File: config.mk
export PLATFORM = sky130hd
export DESIGN_NAME = hex_display_mux
export DESIGN_NICKNAME = d
export VERILOG_FILES = /design/src/rtl/hex_display_mux.sv
export SDC_FILE = /design/constraint.sdc
export NUM_CORES = 1
export LEC_CHECK = 0
export ABC_AREA = 0
export CORE_MARGIN = 4
export CORE_UTILIZATION = 25
export CTS_CLUSTER_DIAMETER = 150
export DETAILED_ROUTE_END_ITERATION = 10
export HOLD_SLACK_MARGIN = 0.05
export PLACE_DENSITY_LB_ADDON = 0.25
export SLEW_MARGIN = 20
export SYNTH_ARGS = -nofsm -noshare
export SYNTH_HDL_FRONTEND = slang
export SYNTH_SLANG_ARGS = --single-unit
export TNS_END_PERCENT = 20
File: constraint.sdc
create_clock -name clk -period 2 [get_ports clk]
set_clock_uncertainty 0.05 [all_clocks]
set_input_delay 0.2 -clock clk [delete_from_list [all_inputs] [get_ports clk]]
set_output_delay 0.2 -clock clk [all_outputs]
set_load 0.02 [all_outputs]
File: src/rtl/hex_display_mux.sv
// Two-digit multiplexed hex seven-segment driver; optional leading-zero blanking via HEX_DISPLAY_LZB_EN.
// Latency: outputs are registered one cycle behind slot state; a committed value shows from the next frame_tick.
// Backpressure: none on load (latest write wins); busy flags a value waiting for the frame boundary.
module hex_display_mux #(
    parameter logic [23:0] REFRESH_DIV = 24'd10_000,
    parameter logic [23:0] GUARD       = 24'd2
) (
    input  logic       clk,
    input  logic       rst_n,
    input  logic [7:0] data_in,
    input  logic [1:0] dp_in,
    input  logic       load,
    output logic       busy,
    output logic [6:0] seg,
    output logic       dp,
    output logic [1:0] digit_en,
    output logic       frame_tick
);

    logic [23:0] r_k;
    logic        r_idx;
    logic [9:0]  r_disp;
    logic [9:0]  r_pend;
    logic        r_pflag;

    logic        w_last_k;
    logic        w_boundary;
    logic [3:0]  w_nib;
    logic [6:0]  w_seg_nxt;

    function automatic logic [6:0] glyph(input logic [3:0] n);
        logic [6:0] g;
        case (n)
            4'h0: g = 7'h3F;
            4'h1: g = 7'h06;
            4'h2: g = 7'h5B;
            4'h3: g = 7'h4F;
            4'h4: g = 7'h66;
            4'h5: g = 7'h6D;
            4'h6: g = 7'h7D;
            4'h7: g = 7'h07;
            4'h8: g = 7'h7F;
            4'h9: g = 7'h6F;
            4'hA: g = 7'h77;
            4'hB: g = 7'h7C;
            4'hC: g = 7'h39;
            4'hD: g = 7'h5E;
            4'hE: g = 7'h79;
            default: g = 7'h71;
        endcase
        return g;
    endfunction

    assign w_last_k   = (r_k == REFRESH_DIV - 24'd1);
    assign w_boundary = w_last_k && r_idx;
    assign w_nib      = r_idx ? r_disp[7:4] : r_disp[3:0];

    always_comb begin
        w_seg_nxt = glyph(w_nib);
`ifdef HEX_DISPLAY_LZB_EN
        if (r_idx && (r_disp[7:4] == 4'h0)) begin
            w_seg_nxt = 7'h00;
        end
`endif
    end

    always_ff @(posedge clk) begin
        if (!rst_n) begin
            r_k        <= '0;
            r_idx      <= 1'b0;
            r_disp     <= '0;
            r_pend     <= '0;
            r_pflag    <= 1'b0;
            busy       <= 1'b0;
            seg        <= '0;
            dp         <= 1'b0;
            digit_en   <= '0;
            frame_tick <= 1'b0;
        end else begin
            r_k <= w_last_k ? '0 : r_k + 24'd1;
            if (w_last_k) begin
                r_idx <= ~r_idx;
            end

            // Only a value pending before the boundary edge is committed;
            // a load on that same edge stays pending for the next frame.
            if (w_boundary && r_pflag) begin
                r_disp <= r_pend;
            end
            if (load) begin
                r_pend  <= {dp_in, data_in};
                r_pflag <= 1'b1;
            end else if (w_boundary) begin
                r_pflag <= 1'b0;
            end

            seg        <= w_seg_nxt;
            dp         <= r_idx ? r_disp[9] : r_disp[8];
            digit_en   <= (r_k < GUARD) ? 2'b00 : (r_idx ? 2'b10 : 2'b01);
            frame_tick <= (r_k == '0) && !r_idx;
            busy       <= r_pflag;
        end
    end

endmodule
[Yosys cells after proc, flatten, opt, wreduce, memory -nomap -nowiden]
Memory sizes are Yosys's and may differ from the RTL's. A register that Yosys moved wholly into a read port is not among the register bits.
Index checks and enable logic that the tools add are counted.
Storage, ports and cells
  memory bits (writable): 0
  output and inout port bits: 12
  memories: 1
  bits in latches: 0
  bits in registers: 51
  ROM bits: 112
Operators by class
  shifts and indexed selects: 0
  add/sub/neg operators: 1
  order comparisons: 1
  multiplexer cells: 5
  div/mod/pow operators: 0
  equality and inequality tests: 1
  bitwise operators: 2
  reductions and logical operators: 9
  multipliers: 0
Memory list
  (no name shown): words 16, bits a word 7, read ports 1, clocked after Yosys merged registers in 1, write ports 0, line 33  | case (n)
Operator list (number)
  $add 24x1->24 const B: 1
  $eq 24x14->1 const B: 1
  $logic_not 24->1: 1
  $lt 24x2->1 const B: 1
  $mux 4: 1
  $reduce_or 2->1: 2
  $logic_and 1x1->1: 3
  $mux 1: 3
  $logic_not 1->1: 2
  $mux 2: 1
  $not 1->1: 2
  $reduce_bool 2->1: 1

[Logic depth before layout (Yosys ltp)]
  depth after elaboration: 4
  mapped depth: 8
  depth with buffers taken out: 6

[Worst setup path after synthesis]
No wires, ideal clock.
  kind: register to register
  start point: reg r_idx
  end point: reg seg[3]
  setup slack: -117 ps
  setup time: 65 ps
  data arrival time: 2002 ps
  cell stages (with the launch flop): 8
  period minus slack after synthesis: 2117 ps
  path through: dfxtp_1 -> clkbuf_1 -> buf_2 -> mux2i_1 -> inv_1 -> ha_1 -> mux4_2 -> nor2_1
On the way
  longest elaborated chain between the ends: 1
Ends and longest elaborated chain
  start, declared: line 21  | logic r_idx;
  start signal, assigned: line 82  | r_idx <= ~r_idx;
  $mux 4: line 56  | assign w_nib = r_idx ? r_disp[7:4] : r_disp[3:0];
  end, declared: line 14  | output logic [6:0] seg,
No other way between the ends.
A chain may end at the register's enable or synchronous reset.

[Final worst setup path]
  start point: reg r_k[8]
  end point: reg r_k[22]
On the way
  longest elaborated chain between the ends: 2
  elaborated cells between the ends (all ways): 3
  those cells by class: 1 x add/sub; 1 x eq/ne; 1 x reduce/logical
Ends and longest elaborated chain
  start, declared: line 20  | logic [23:0] r_k;
  start signal, assigned: line 80  | r_k <= w_last_k ? '0 : r_k + 24'd1;
  parallel branches: the longest is 2 deep, another holds $add 24x1->24
Several ways; the timed one is not identified.

==> impl_metrics.ini <==
[run_status]
status = completed

[critical_path]
slowest_stage = and4_1
cp_top_family = simple AND/OR/NAND/NOR gates
arrival_ps = 2070
timing.rr.start = r_k[8]$_SDFF_PP0_
crit_chain = and4_1 > nand4_1 > or3_1 > a21oi_1
crit_fanout = 8
critical_path_required_ps = 2220
regToRegSetupSlack_ps = 150
cp-end-kind = flip-flop
r2r_cells = 4
start_kind = flip-flop
critPathBufInv = 0
worstReg2RegEnd = r_k[22]$_SDFF_PP0_
timing_worst_setup_path_type = reg2reg
max_stage_delay_ps = 450

[timing]
worst_pin_slew_ps = 416.7
fin_setup_tns_ps = 0
hold_viol_final = 0
rsz0062_at_grt = no
timing.hold.ws_ps = 421.0
max_freq_mhz = 541.0
min_period_ps = 1848
relSlewSlack = 0.7196
setup_viol = 0
fin_ws_ps = 151.7
drv_slew = 0
period_share = 0.9241

[floorplan]
fp.dieH_microns = 110.1
core_region_area_sq_mm = 0.01023
dieArea_sq_mm = 0.01212
start_util = 0.2546
die_x_microns = 110.1
ios = 25
core.rowCount = 37

[placement]
place_congestion = 0.7785
port-buffer-count = 24
place_hpwl_microns = 3997
place_ws_ps = 176.4

[routing]
initialDrtViolationCount = 117
ant_nets = 0
viasPerCell = 4.617
vias = 2133
routed_wl_microns = 5785
avgRoutedWirePerCell_microns = 12.52
drc = 0
drtPass1Iterations = 4

[power_and_ir_drop]
finalPower_uw = 2297
ir_worst_vdd_mv = 0.2252
power_leakage_uw = 0.001168
powerDensity_mw_per_mm2 = 708.9

[clock_tree]
path_clk_slew_ps = 60
cts_tree = done
postCtsSetupBuffers = 0
clock-sinks = 58
clockBufferDepth = 2
root_buffer = clkbuf_8
h-tree-depth = 3
cts_buffers = 9
postCtsResizedCells = 0
insertion_delay_ps = 330
cts_hold_buf = 0

[grt]
grt_overflow = 0
antenna_found_initial = 0
grt_max_degree = 27
grt_pass1_wl_microns = 10070
grt_pass1_vias = 2112
track_usage = 0.1065

[synth]
ys_types = 36
syn_avg_cell_area_sq_um = 9.014
syn-num-nets = 311
synth_cells = 289
ys_seq_area_frac = 0.4457
yosys_warnings = 0
ys_seq_elements = 58
syn-cell-area_sq_mm = 0.002605

[final_layout]
seq_area_sq_mm = 0.001161
final_common_cell = dfxtp_1
nets = 344
postLayoutCoreUtil = 0.3167
multiInputGateArea_sq_mm = 0.001351
layout-drive-gt1-share = 0.1135
diodes = 0
synthToLayoutAreaGrowth_pct = 24.40
final_cell_mix = 58 x dfxtp_1, 32 x nor2_1, 24 x a21oi_1, 24 x clkdlybuf4s50_1
n_fill_cell = 1084

[worst_hold_path]
min-delay-start = r_pend[1]$_SDFFE_PN0P_
hold_end = r_disp[1]$_SDFFE_PN0P_
min_path_cells = 2
hp-class = reg2reg

[job]
cap_violations = 0
[sequential cells by signal, summed over array words and instances, names as in the netlist]
name        flops
r_pend         10
frame_tick      1
seg             7
r_idx           1
r_disp         10
r_k            24
busy            1
dp              1
r_pflag         1
digit_en        2
[worst max-delay path by stage]
stage / from / endpoint / slack (ps) / cells after the start
2_1_floorplan: r_idx$_SDFFE_PN0N_ / seg[3]$_SDFF_PN0_ / 80 / 8
3_3_place_gp: r_k[8]$_SDFF_PP0_ / r_k[22]$_SDFF_PP0_ / 220 / 4
3_5_place_dp: r_k[10]$_SDFF_PP0_ / r_k[22]$_SDFF_PP0_ / 180 / 4
4_1_cts: r_k[10]$_SDFF_PP0_ / r_k[22]$_SDFF_PP0_ / 160 / 4
5_1_grt: r_k[1]$_SDFF_PP0_ / r_disp[4]$_SDFFE_PN0P_ / 10 / 5
6_report: r_k[8]$_SDFF_PP0_ / r_k[22]$_SDFF_PP0_ / 150 / 4
[cells in the mapped netlist (all sizes together)]
cell	n	area, sq um
o21ai	18	93.84
mux4	1	22.52
xor2	6	52.55
o31a	1	8.760
or3	5	31.28
ha	9	112.6
a211oi	2	15.01
dfxtp	58	1161
o221a	1	11.26
a211o	1	8.760
nor2	32	120.1
nand3	18	102.6
mux2i	14	140.1
nand2	14	52.55
and3	5	31.28
mux2	3	33.78
a21oi	24	120.1
nor4	6	43.79
a311oi	3	26.28
clkbuf	7	26.28
buf	8	41.29
o31ai	5	37.54
xnor2	7	61.31
and4	7	63.81
inv	10	37.54
nor3	7	35.03
and2	3	18.77
nand4	8	50.05
nand3b	1	7.510
or4	5	37.54
[worst register-to-register path: cells and delay by family, from the launching register on]
kind	cells	cell delay, ps
AND/OR/NAND/NOR	3	1180
flip-flops	1	410
AO/OA/AOI/OAI	1	140
[per-layer routing]
| metal | vias up | share of wire | track usage |
|---|---|---|---|
| li1 | 1103 | - | - |
| met1 | 993 | 0.52 | 0.1488 |
| met2 | 29 | 0.43 | 0.1521 |
| met3 | 8 | 0.030 | 0.02504 |
| met4 | 0 | 0.020 | 0.05343 |
| met5 | - | 0 | 0 |
[per-stage QoR]
stage	area [sq um]	instances
finish	3241	462
global route	3241	462
CTS	3241	462
detailed placement	3070	447
global placement	3070	447
floorplan	2621	289
[cell type report]
type                            count  share of cell area
Sequential cell                    58              0.3583
Multi-Input combinational cell    206              0.4170
Clock buffer                       12             0.04788
Inverter                           10             0.01158
Tap cell                          136             0.05251
Timing Repair Buffer               37              0.1081
Clock inverter                      3            0.004633
[cell families (layout without fill, tap and decap cells)]
| family | after synthesis | in the layout | synth area share |
|---|---|---|---|
| buffers and inverters | 25 | 62 | 0.04035 |
| AO/OA/AOI/OAI | 55 | 55 | 0.1234 |
| adder cells (fa/ha/maj) | 9 | 9 | 0.04323 |
| multiplexers | 18 | 18 | 0.07541 |
| flip-flops | 58 | 58 | 0.4457 |
| XOR/XNOR | 13 | 13 | 0.04371 |
| AND/OR/NAND/NOR | 111 | 111 | 0.2281 |
[power by group]
group,switching [uW],internal (uW),leakage (uW),total (uW)
Sequential,16.8,1190,0.000473,1200
Clock,445,504,0.0000920,949
Combinational,71.1,74.7,0.000603,146
Total,533,1760,0.00117,2300
(Power assumes the default switching activity.)
